`config.mk`:
```
export PLATFORM = sky130hd
export DESIGN_NAME = return_addr_stack
export DESIGN_NICKNAME = d
export VERILOG_FILES = /design/src/rtl/return_addr_stack.sv
export SDC_FILE = /design/constraint.sdc
export NUM_CORES = 1
export LEC_CHECK = 0
export CAP_MARGIN = 20
export CORE_MARGIN = 2
export CORE_UTILIZATION = 60
export CTS_BUF_LIST = sky130_fd_sc_hd__clkbuf_4 sky130_fd_sc_hd__clkbuf_8 sky130_fd_sc_hd__clkbuf_16
export DETAILED_ROUTE_END_ITERATION = 10
export PLACE_DENSITY = 0.86
export SLEW_MARGIN = 20
export SYNTH_ARGS = -nofsm -noshare
export SYNTH_HDL_FRONTEND = slang
export SYNTH_SLANG_ARGS = --single-unit
```
`constraint.sdc`:
```
create_clock -name clk -period 2.9 [get_ports clk]
set_input_delay 0.58 -clock clk [delete_from_list [all_inputs] [get_ports clk]]
set_output_delay 0.58 -clock clk [all_outputs]
set_load 0.1 [all_outputs]
```
`src/rtl/return_addr_stack.sv`:
```
// Return-address stack for JSB/RET prediction in fetch/decode.
//
// Stores return PCs on push and presents the current top entry combinationally,
// so the fetch PC mux can use it in the same cycle that pop is asserted.
// Reports occupancy and sticky overflow/underflow flags for debug.
//
// Ports:
//   clk        system clock, rising edge
//   rst_n      asynchronous active-low reset
//   push       store push_addr as the new top this cycle
//   pop        discard the top entry this cycle (push+pop replaces top in place)
//   push_addr  return address to store
//   clear      synchronous flush: empties the stack and clears the error flags
//   top_addr   current top entry (0 when empty)
//   top_valid  stack is non-empty
//   count      number of valid entries, 0..DEPTH
//   full       count == DEPTH
//   empty      count == 0
//   overflow   sticky: push seen while full
//   underflow  sticky: pop seen while empty
//
// Build option: define RAS_WRAP_EN to make a push while full overwrite the
// oldest entry; otherwise such a push is dropped.
module return_addr_stack #(
  parameter int unsigned AW    = 12,
  parameter int unsigned DEPTH = 8,
  parameter int unsigned CW    = $clog2(DEPTH + 1)
) (
  input  logic          clk,
  input  logic          rst_n,
  input  logic          push,
  input  logic          pop,
  input  logic [AW-1:0] push_addr,
  input  logic          clear,
  output logic [AW-1:0] top_addr,
  output logic          top_valid,
  output logic [CW-1:0] count,
  output logic          full,
  output logic          empty,
  output logic          overflow,
  output logic          underflow
);

  localparam int unsigned PW = $clog2(DEPTH);

  logic [AW-1:0] mem_q [DEPTH];
  logic [PW-1:0] sp_q, sp_d;
  logic [CW-1:0] count_q, count_d;
  logic          overflow_q, overflow_d;
  logic          underflow_q, underflow_d;

  logic          mem_we;
  logic [PW-1:0] mem_waddr;
  logic [PW-1:0] top_idx;
  logic [PW-1:0] sp_inc;
  logic          is_full;
  logic          is_empty;

  // Explicit wrap so DEPTH need not be a power of two.
  assign top_idx  = (sp_q == '0) ? PW'(DEPTH - 1) : sp_q - PW'(1);
  assign sp_inc   = (sp_q == PW'(DEPTH - 1)) ? '0 : sp_q + PW'(1);
  assign is_full  = (count_q == CW'(DEPTH));
  assign is_empty = (count_q == '0);

  always_comb begin
    sp_d        = sp_q;
    count_d     = count_q;
    overflow_d  = overflow_q;
    underflow_d = underflow_q;
    mem_we      = 1'b0;
    mem_waddr   = sp_q;

    if (clear) begin
      // Entry contents are left alone; only bookkeeping is reset.
      sp_d        = '0;
      count_d     = '0;
      overflow_d  = 1'b0;
      underflow_d = 1'b0;
    end else if (push && pop) begin
      if (!is_empty) begin
        // Tail call style replace: overwrite top, occupancy unchanged.
        mem_we    = 1'b1;
        mem_waddr = top_idx;
      end else begin
        mem_we      = 1'b1;
        sp_d        = sp_inc;
        count_d     = CW'(1);
        underflow_d = 1'b1;
      end
    end else if (push) begin
      if (!is_full) begin
        mem_we  = 1'b1;
        sp_d    = sp_inc;
        count_d = count_q + CW'(1);
      end else begin
        overflow_d = 1'b1;
`ifdef RAS_WRAP_EN
        // Slot at sp holds the oldest entry when full; overwrite it.
        mem_we = 1'b1;
        sp_d   = sp_inc;
`endif
      end
    end else if (pop) begin
      if (!is_empty) begin
        sp_d    = top_idx;
        count_d = count_q - CW'(1);
      end else begin
        underflow_d = 1'b1;
      end
    end
  end

  always_ff @(posedge clk or negedge rst_n) begin
    if (!rst_n) begin
      sp_q        <= '0;
      count_q     <= '0;
      overflow_q  <= 1'b0;
      underflow_q <= 1'b0;
    end else begin
      sp_q        <= sp_d;
      count_q     <= count_d;
      overflow_q  <= overflow_d;
      underflow_q <= underflow_d;
    end
  end

  always_ff @(posedge clk or negedge rst_n) begin
    if (!rst_n) begin
      for (int i = 0; i < int'(DEPTH); i++) begin
        mem_q[i] <= '0;
      end
    end else if (mem_we) begin
      mem_q[mem_waddr] <= push_addr;
    end
  end

  assign top_addr  = is_empty ? '0 : mem_q[top_idx];
  assign top_valid = !is_empty;
  assign count     = count_q;
  assign full      = is_full;
  assign empty     = is_empty;
  assign overflow  = overflow_q;
  assign underflow = underflow_q;

endmodule

```
==> qor.yml, run 1 <==
setup_path:
  slowest_delay_ns: 0.40
  criticalPathCategory: "register to output port"
  crit_arrival_ns: 2.51
  cp-end-kind: "output port"
  worstPathCellList: "inv_2, buf_6, ha_4, nor3_4, buf_6, buf_12, o21ai_2, a22oi_2, o211a_4, buf_12"
  start_kind: "register"
  path_max_fanout: 7
  critPathTopFamily: "buffers and inverters"
  crit_slowest_cell: "dfrtp_1"
  crit_buf_inv: 5
  cp.required_ns: 2.32
yosys:
  synth-simple-area-share_pct: 8.79
  synth_compound_area_share_pct: 14.6
  synth_xor_area_share_pct: 0.579
  syn_avg_cell_area_um2: 11.9
  netlist_top_cells_area: "dfrtp_1, mux2_4, mux2_2"
  ys_ff_latch: 105
  synth_area_leader_cell: "dfrtp_1"
  synth_top_family_by_area: "multiplexers"
  yosysUniqueCellTypes: 55
  synth-edff-count: 0
  yosysSeqAreaShare_pct: 43.4
  async_flop_share_pct: 100
  netlist_area_um2: 6050
  ys_warn_count: 0
  synth.net_count: 531
  synthFlopType: "dfrtp_1"
  syn_inst: 507
  synth_fa_ha_area_share_pct: 1.57
  synthMuxAreaShare_pct: 26.3
  synth.top_cell.area_share_pct: 43.4
placed_design:
  hpwl_um: 9990
  port_buffers: 37
  place_congestion: 0.914
  pre_cts_ws_ns: 0.0105
  post_dp_cell_area_um2: 6820
floorplanning:
  die_y_um: 104
  initial_core_util_pct: 61.9
  ioPinCount: 38
  core_area_um2: 9770
  die_w_um: 104
  die_area_um2: 10900
  num_rows: 36
sta:
  tightest_slew_ns: 0.597
  timing.final.ws_setup_ns: -0.188
  fin_tns_setup_ns: -1.41
  finalSetupViolCount: 12
  finalCritPeriodShare_pct: 106
  rsz0062_at_grt: "true"
  fmax_mhz: 324
  slew_viol_final: 0
  fin_skew_ns: 0.0102
  slew-limit-headroom_pct: 60.2
  hold_viol: 0
  period_minus_slack_ns: 3.09
pwr:
  totalPowerFinal_uw: 9950
  power_frac_comb_pct: 64.2
  p_switching_uw: 4550
  clkPwrFrac_pct: 9.6
  p_per_area_nw_per_um2: 1320
  intPower_uw: 5410
  max-vdd-ir-drop_v: 0.000945
  p_sw_share_pct: 45.7
  power.leakage_uw: 0.00320
  seqPwrFrac_pct: 26.3
layout:
  syn2layout_area_growth_pct: 24.4
  final_util_pct: 77.0
  antenna_cells: 0
  drive_above_1_share_pct: 48.8
  fin_nets: 591
  final_cell_area_um2: 7530
cts:
  clock_sinks: 105
  clk_latency_ns: 0.38
  cts_tree: "done"
  cts_buffer_depth: 2
  ctsHtreeMaxLevel: 3
  clockRootBuffer: "clkbuf_8"
  clk_pin_slew_ns: 0.10
  cts_made_buffers: 9
  ctsHoldBuffers: 0
global_route:
  grt_overflow: 0
  grt_use_total_pct: 33.1
  grt_pass1_vias: 5024
  antenna_found_initial: 0
  grt_pass1_wl_um: 27900
  grt_max_degree: 60
detailed_routing:
  vias_per_cell: 6.93
  ant_nets: 0
  wl_per_cell_um: 24.9
  dr.pass1.iters: 5
  wl_met1_um: 6940
  vias: 4869
  wl_met2_um: 8100
  drcViolationCount: 0
  wl_um: 17500
  top_layer: "met4"
  initialDrtViolationCount: 677
  met3_length_um: 1690
run_status:
  status: "finished with violations"
  violations: "negative setup slack"
worst_hold_path:
  hp-class: "input port to asynchronous set/reset pin"
run:
  drv_cap: 0
==> power by group through the flow <==
| stage | clock network (uW) | logic, uW | registers, uW |
|---|---|---|---|
| 6_report | 953 | 6390 | 2610 |
| 5_1_grt | 1020 | 6590 | 2680 |
| 2_1_floorplan | 0 | 3870 | 2490 |
| 3_5_place_dp | 0 | 5320 | 2540 |
| 3_3_place_gp | 0 | 5180 | 2510 |
| 4_1_cts | 940 | 6050 | 2550 |
==> worst paths after layout <==
path                            startpoint     endpoint  slack [ns]  cells past startpoint
worst max-delay path               sp_q[1]  top_addr[1]       -0.19                     10
worst min-delay path                 rst_n    mem_q[10]        0.20                      1
worst max register to register     sp_q[1]    mem_q[29]        0.40                      8
worst min register to register   underflow    underflow        0.51                      2
max in group asynchronous            rst_n      sp_q[2]        1.94                      2
min in group clk                 underflow    underflow        0.51                      2
==> cells in the mapped netlist, types with 2 or more instances <==
| library cell | instances |
|---|---|
| nor3_1 | 2 |
| o211a_1 | 10 |
| o211ai_1 | 18 |
| buf_6 | 10 |
| mux4_2 | 4 |
| nand2_1 | 21 |
| nor2_1 | 22 |
| ha_1 | 6 |
| nand2b_1 | 3 |
| a31oi_1 | 18 |
| o2bb2ai_1 | 2 |
| o21ai_0 | 12 |
| mux2_2 | 64 |
| a22oi_1 | 9 |
| xnor2_1 | 3 |
| a21oi_1 | 26 |
| o22ai_2 | 3 |
| nor2b_1 | 2 |
| mux2i_1 | 3 |
| and3_1 | 4 |
| mux2_4 | 50 |
| dfrtp_1 | 105 |
| nor4_1 | 10 |
| or3_1 | 20 |
| o311ai_0 | 3 |
| inv_1 | 9 |
| a2111oi_0 | 2 |
| and2_1 | 2 |
| clkbuf_1 | 18 |
| nand3_1 | 5 |
| o32a_2 | 2 |
| buf_2 | 12 |
| a221o_1 | 2 |
| o32ai_2 | 2 |
| a21boi_0 | 3 |
==> final cells by class <==
cell class	instances	area, um2
clock inverters	2	38.8
well taps	133	166
flip-flops and latches	105	2640
clock buffers	12	159
multi-input cells	352	3440
inverters	9	47.5
repair buffers	90	1040
fillers	497	2250
==> flip-flops by register name, summed over array words and instances, names as in the netlist <==
register	flops
underflow	1
overflow	1
count	4
mem_q	96
sp_q	3
==> cell usage in the layout (no fill, tap or decap), types with 10 or more instances in the layout <==
| master | instances |
|---|---|
| dfrtp_1 | 100 |
| mux2_2 | 64 |
| mux2_4 | 50 |
| buf_4 | 43 |
| a21oi_1 | 21 |
| buf_12 | 21 |
| nand2_1 | 19 |
| nor2_1 | 19 |
| or3_1 | 18 |
| o211ai_1 | 18 |
| clkdlybuf4s50_1 | 15 |
| clkbuf_8 | 11 |
| a31oi_1 | 10 |
==> routing by layer <==
metal  track usage (%)  vias to the layer above
met5                 0                        -
met4              15.3                        0
met3              7.71                       88
met2              50.2                      345
met1              45.2                     2411
li1                  -                     2025
==> through the flow <==
step	instances	hold slack (ns)
2_1_floorplan	507	0.284
3_3_place_gp	664	0.481
3_5_place_dp	664	0.491
4_1_cts	701	0.218
5_1_grt	703	0.249
6_report	703	0.196
==> repair_timing <==
| action | CTS | global route |
|---|---|---|
| gates cloned | 5 | 0 |
| gates resized for setup | 58 | 13 |
| pin swaps | 14 | 7 |
| setup buffers | 18 | 2 |
| endpoints found under the setup margin | 12 | 12 |
==> cell families (layout without fill, tap and decap cells) <==
kind of cell / after synthesis / in the layout
AND/OR/NAND/NOR: 99 / 100
buffers and inverters: 51 / 113
multiplexers: 121 / 121
XOR/XNOR: 4 / 4
adder cells (fa/ha/maj): 7 / 7
AO/OA/AOI/OAI: 120 / 120
flip-flops: 105 / 105
No activity file was read; power rests on OpenSTA's default activity.
==> run 2: changes to the inputs <==
--- a/config.mk
+++ b/config.mk
@@ -10,7 +10,8 @@
 export CORE_UTILIZATION = 60
 export CTS_BUF_LIST = sky130_fd_sc_hd__clkbuf_4 sky130_fd_sc_hd__clkbuf_8 sky130_fd_sc_hd__clkbuf_16
 export DETAILED_ROUTE_END_ITERATION = 10
-export PLACE_DENSITY = 0.86
+export PLACE_DENSITY = 0.92
+export REMOVE_ABC_BUFFERS = 1
 export SLEW_MARGIN = 20
 export SYNTH_ARGS = -nofsm -noshare
 export SYNTH_HDL_FRONTEND = slang
==> run 2 against run 1 <==
Net effect: the run still ends with negative setup slack left; final cell count up 0.14%; critical path depth did not move; combinational power barely moved; register-to-register slack lost 0.20 ns; clock power up 5%; routed wire length grew 17%; critical path type unchanged; largest cell class unchanged; largest power group unchanged.
==> qor.yml, run 2 (synthesis results as in run 1) <==
run_status:
  status: "finished with violations"  # unchanged
  violations: "negative setup slack"  # unchanged
placed_design:
  post_dp_cell_area_um2: 6750  # was 6820 um2
  place_congestion: 0.944  # was 0.914
  hpwl_um: 9750  # was 9990 um
  port_buffers: 37  # unchanged
  placed_cells: 668  # was 664
cts:
  cts_tree: "done"  # unchanged
  ctsHtreeMaxLevel: 3  # unchanged
  clockRootBuffer: "clkbuf_8"  # unchanged
  clock_sinks: 105  # unchanged
  cts_made_buffers: 9  # unchanged
  clk_latency_ns: 0.40  # was 0.38 ns
  cts_buffer_depth: 2  # unchanged
  clk_pin_slew_ns: 0.10  # about the same
global_route:
  grt_max_degree: 55  # was 60
  grt_use_total_pct: 32.4  # was 33.1%
  grt_overflow: 0  # unchanged
  grt_pass1_wl_um: 27700  # was 27,900 um
  antenna_found_initial: 0  # unchanged
  grt_pass1_vias: 4987  # was 5,024
detailed_routing:
  wl_per_cell_um: 29.0  # was 24.9 um
  dr.pass1.iters: 6  # was 5
  initialDrtViolationCount: 837  # was 677
  drcViolationCount: 0  # unchanged
  vias: 5329  # was 4,869
  wl_um: 20400  # was 17,500 um
  vias_per_cell: 7.57  # was 6.93
  ant_nets: 0  # unchanged
pwr:
  totalPowerFinal_uw: 10000  # was 9950 uW
  power.leakage_uw: 0.00330  # was 0.00320 uW
  p_per_area_nw_per_um2: 1340  # was 1320 nW/um2
  max-vdd-ir-drop_v: 0.000976  # was 0.000945 V
layout:
  final_cell_mix: "dfrtp_1, mux2_2, mux2_4"  # unchanged
  largest_register_ffs: 96  # unchanged
  syn2layout_area_growth_pct: 23.8  # was 24.4%
  drive_above_1_share_pct: 46.9  # was 48.8%
  final_cell_area_um2: 7490  # was 7530 um2
  top_register: "mem_q"  # unchanged
  layout.cells.most_common: "dfrtp_1"  # unchanged
  antenna_cells: 0  # unchanged
  fillCellCount: 524  # was 497
  final_cell_count_no_fill: 704  # was 703
  fin_nets: 592  # was 591
sta:
  timing.final.ws_setup_ns: -0.313  # was -0.188 ns
  fin_tns_setup_ns: -1.72  # was -1.41 ns
  finalSetupViolCount: 11  # was 12
  hold_viol: 0  # unchanged
  fin_skew_ns: 0.0103  # was 0.0102 ns
  worst_hold_slack_ns: 0.247  # was 0.196 ns
  slew_viol_final: 0  # unchanged
  slew-limit-headroom_pct: 49.9  # was 60.2%
  tightest_slew_ns: 0.752  # was 0.597 ns
  finalCritPeriodShare_pct: 111  # was 106%
  period_minus_slack_ns: 3.21  # was 3.09 ns
  rsz0062_at_grt: "true"  # unchanged
  fmax_mhz: 311  # was 324 MHz
setup_path:
  path_max_fanout: 11  # was 7
  cp-end-kind: "output port"  # unchanged
  worstSetupEndpoint: "top_addr[2]"  # was top_addr[1]
  regToRegStartpoint: "sp_q[0]"  # was sp_q[1]
  start_kind: "register"  # unchanged
  cp.required_ns: 2.32  # about the same
  r2r_end: "mem_q[49]"  # was mem_q[29]
  startpoint: "sp_q[1]"  # unchanged
  crit_arrival_ns: 2.63  # was 2.51 ns
  reg2reg_slack_ns: 0.20  # was 0.40 ns
  criticalPathCategory: "register to output port"  # unchanged
  reg2reg_depth: 11  # was 8
floorplanning:
  core_area_um2: 9770  # unchanged
  num_rows: 36  # unchanged
  ioPinCount: 38  # unchanged
  die_w_um: 104  # unchanged
  initial_core_util_pct: 61.9  # unchanged
  die_area_um2: 10900  # unchanged
  die_y_um: 104  # unchanged
run:
  drv_cap: 0  # unchanged
worst_hold_path:
  hp-class: "input port to asynchronous set/reset pin"  # unchanged
## run 2: cell count changes in the layout (fill, tap and decap cells not counted), moves of 7 or more
cell / previous run / this run
a21oi_1: 21 / 14
a22oi_1: 0 / 8
a21oi_2: 2 / 11
a22oi_2: 9 / 1
o211a_1: 1 / 10
o211a_4: 9 / 0
## run 2: layout make-up
| type | count | area, um2 | share of cell area, % |
|---|---|---|---|
| Tap cell | 133 | 166 | 2.22 |
| Clock inverter | 4 | 70.1 | 0.936 |
| Sequential cell | 105 | 2630 | 35.1 |
| Multi-Input combinational cell | 351 | 3390 | 45.3 |
| Timing Repair Buffer | 92 | 1060 | 14.2 |
| Inverter | 9 | 36.3 | 0.485 |
| Clock buffer | 10 | 131 | 1.75 |
## run 2: worst min path at each step
stage                     startpoint   endpoint  cells after the start
final                          rst_n   mem_q[3]                      1
after floorplan                rst_n   count[0]                      0
after detailed placement   mem_q[94]  mem_q[94]                      1
after CTS                      rst_n   mem_q[0]                      1
after global placement     mem_q[94]  mem_q[94]                      1
after global routing           rst_n   mem_q[0]                      1
## run 2: timing repair
item / in CTS / in global routing
gates resized for setup: 23 / 61
cloned: 1 / 3
endpoints found under the setup margin: 12 / 12
pin swaps: 2 / 20
hold buffers: 0 / 0
setup buffers: 5 / 15
## run 2: power by group
group          internal (uW)  total (uW)  switching, uW
Combinational           2730        6380           3650
Clock                    484        1000            520
Sequential              2090        2660            566
Total                   5300       10000           4740
## run 2: stage by stage
stage	utilization [%]	setup slack [ns]
floorplan	-	-2.00
global placement	69.1	0.179
detailed placement	69.1	0.137
CTS	72.8	-0.0446
global route	76.6	-0.295
finish	76.6	-0.313
## run 2: worst max-delay path: stages (launching register included)
cell and delay [ns]:
dfrtp_1 0.41, inv_2 0.14, ha_4 0.24, clkbuf_16 0.19, nor3_4 0.05, buf_6 0.16, buf_4 0.14, nor4_1 0.42
a21oi_1 0.11, o211a_1 0.19, buf_12 0.18
## run 2: layer usage
layer	share of wire, %	vias up	global-route usage (%)
met2	43	560	48.8
met1	37	2545	42.5
met3	13	201	7.46
li1	-	2023	-
met4	7.3	0	20.1
met5	0	-	0
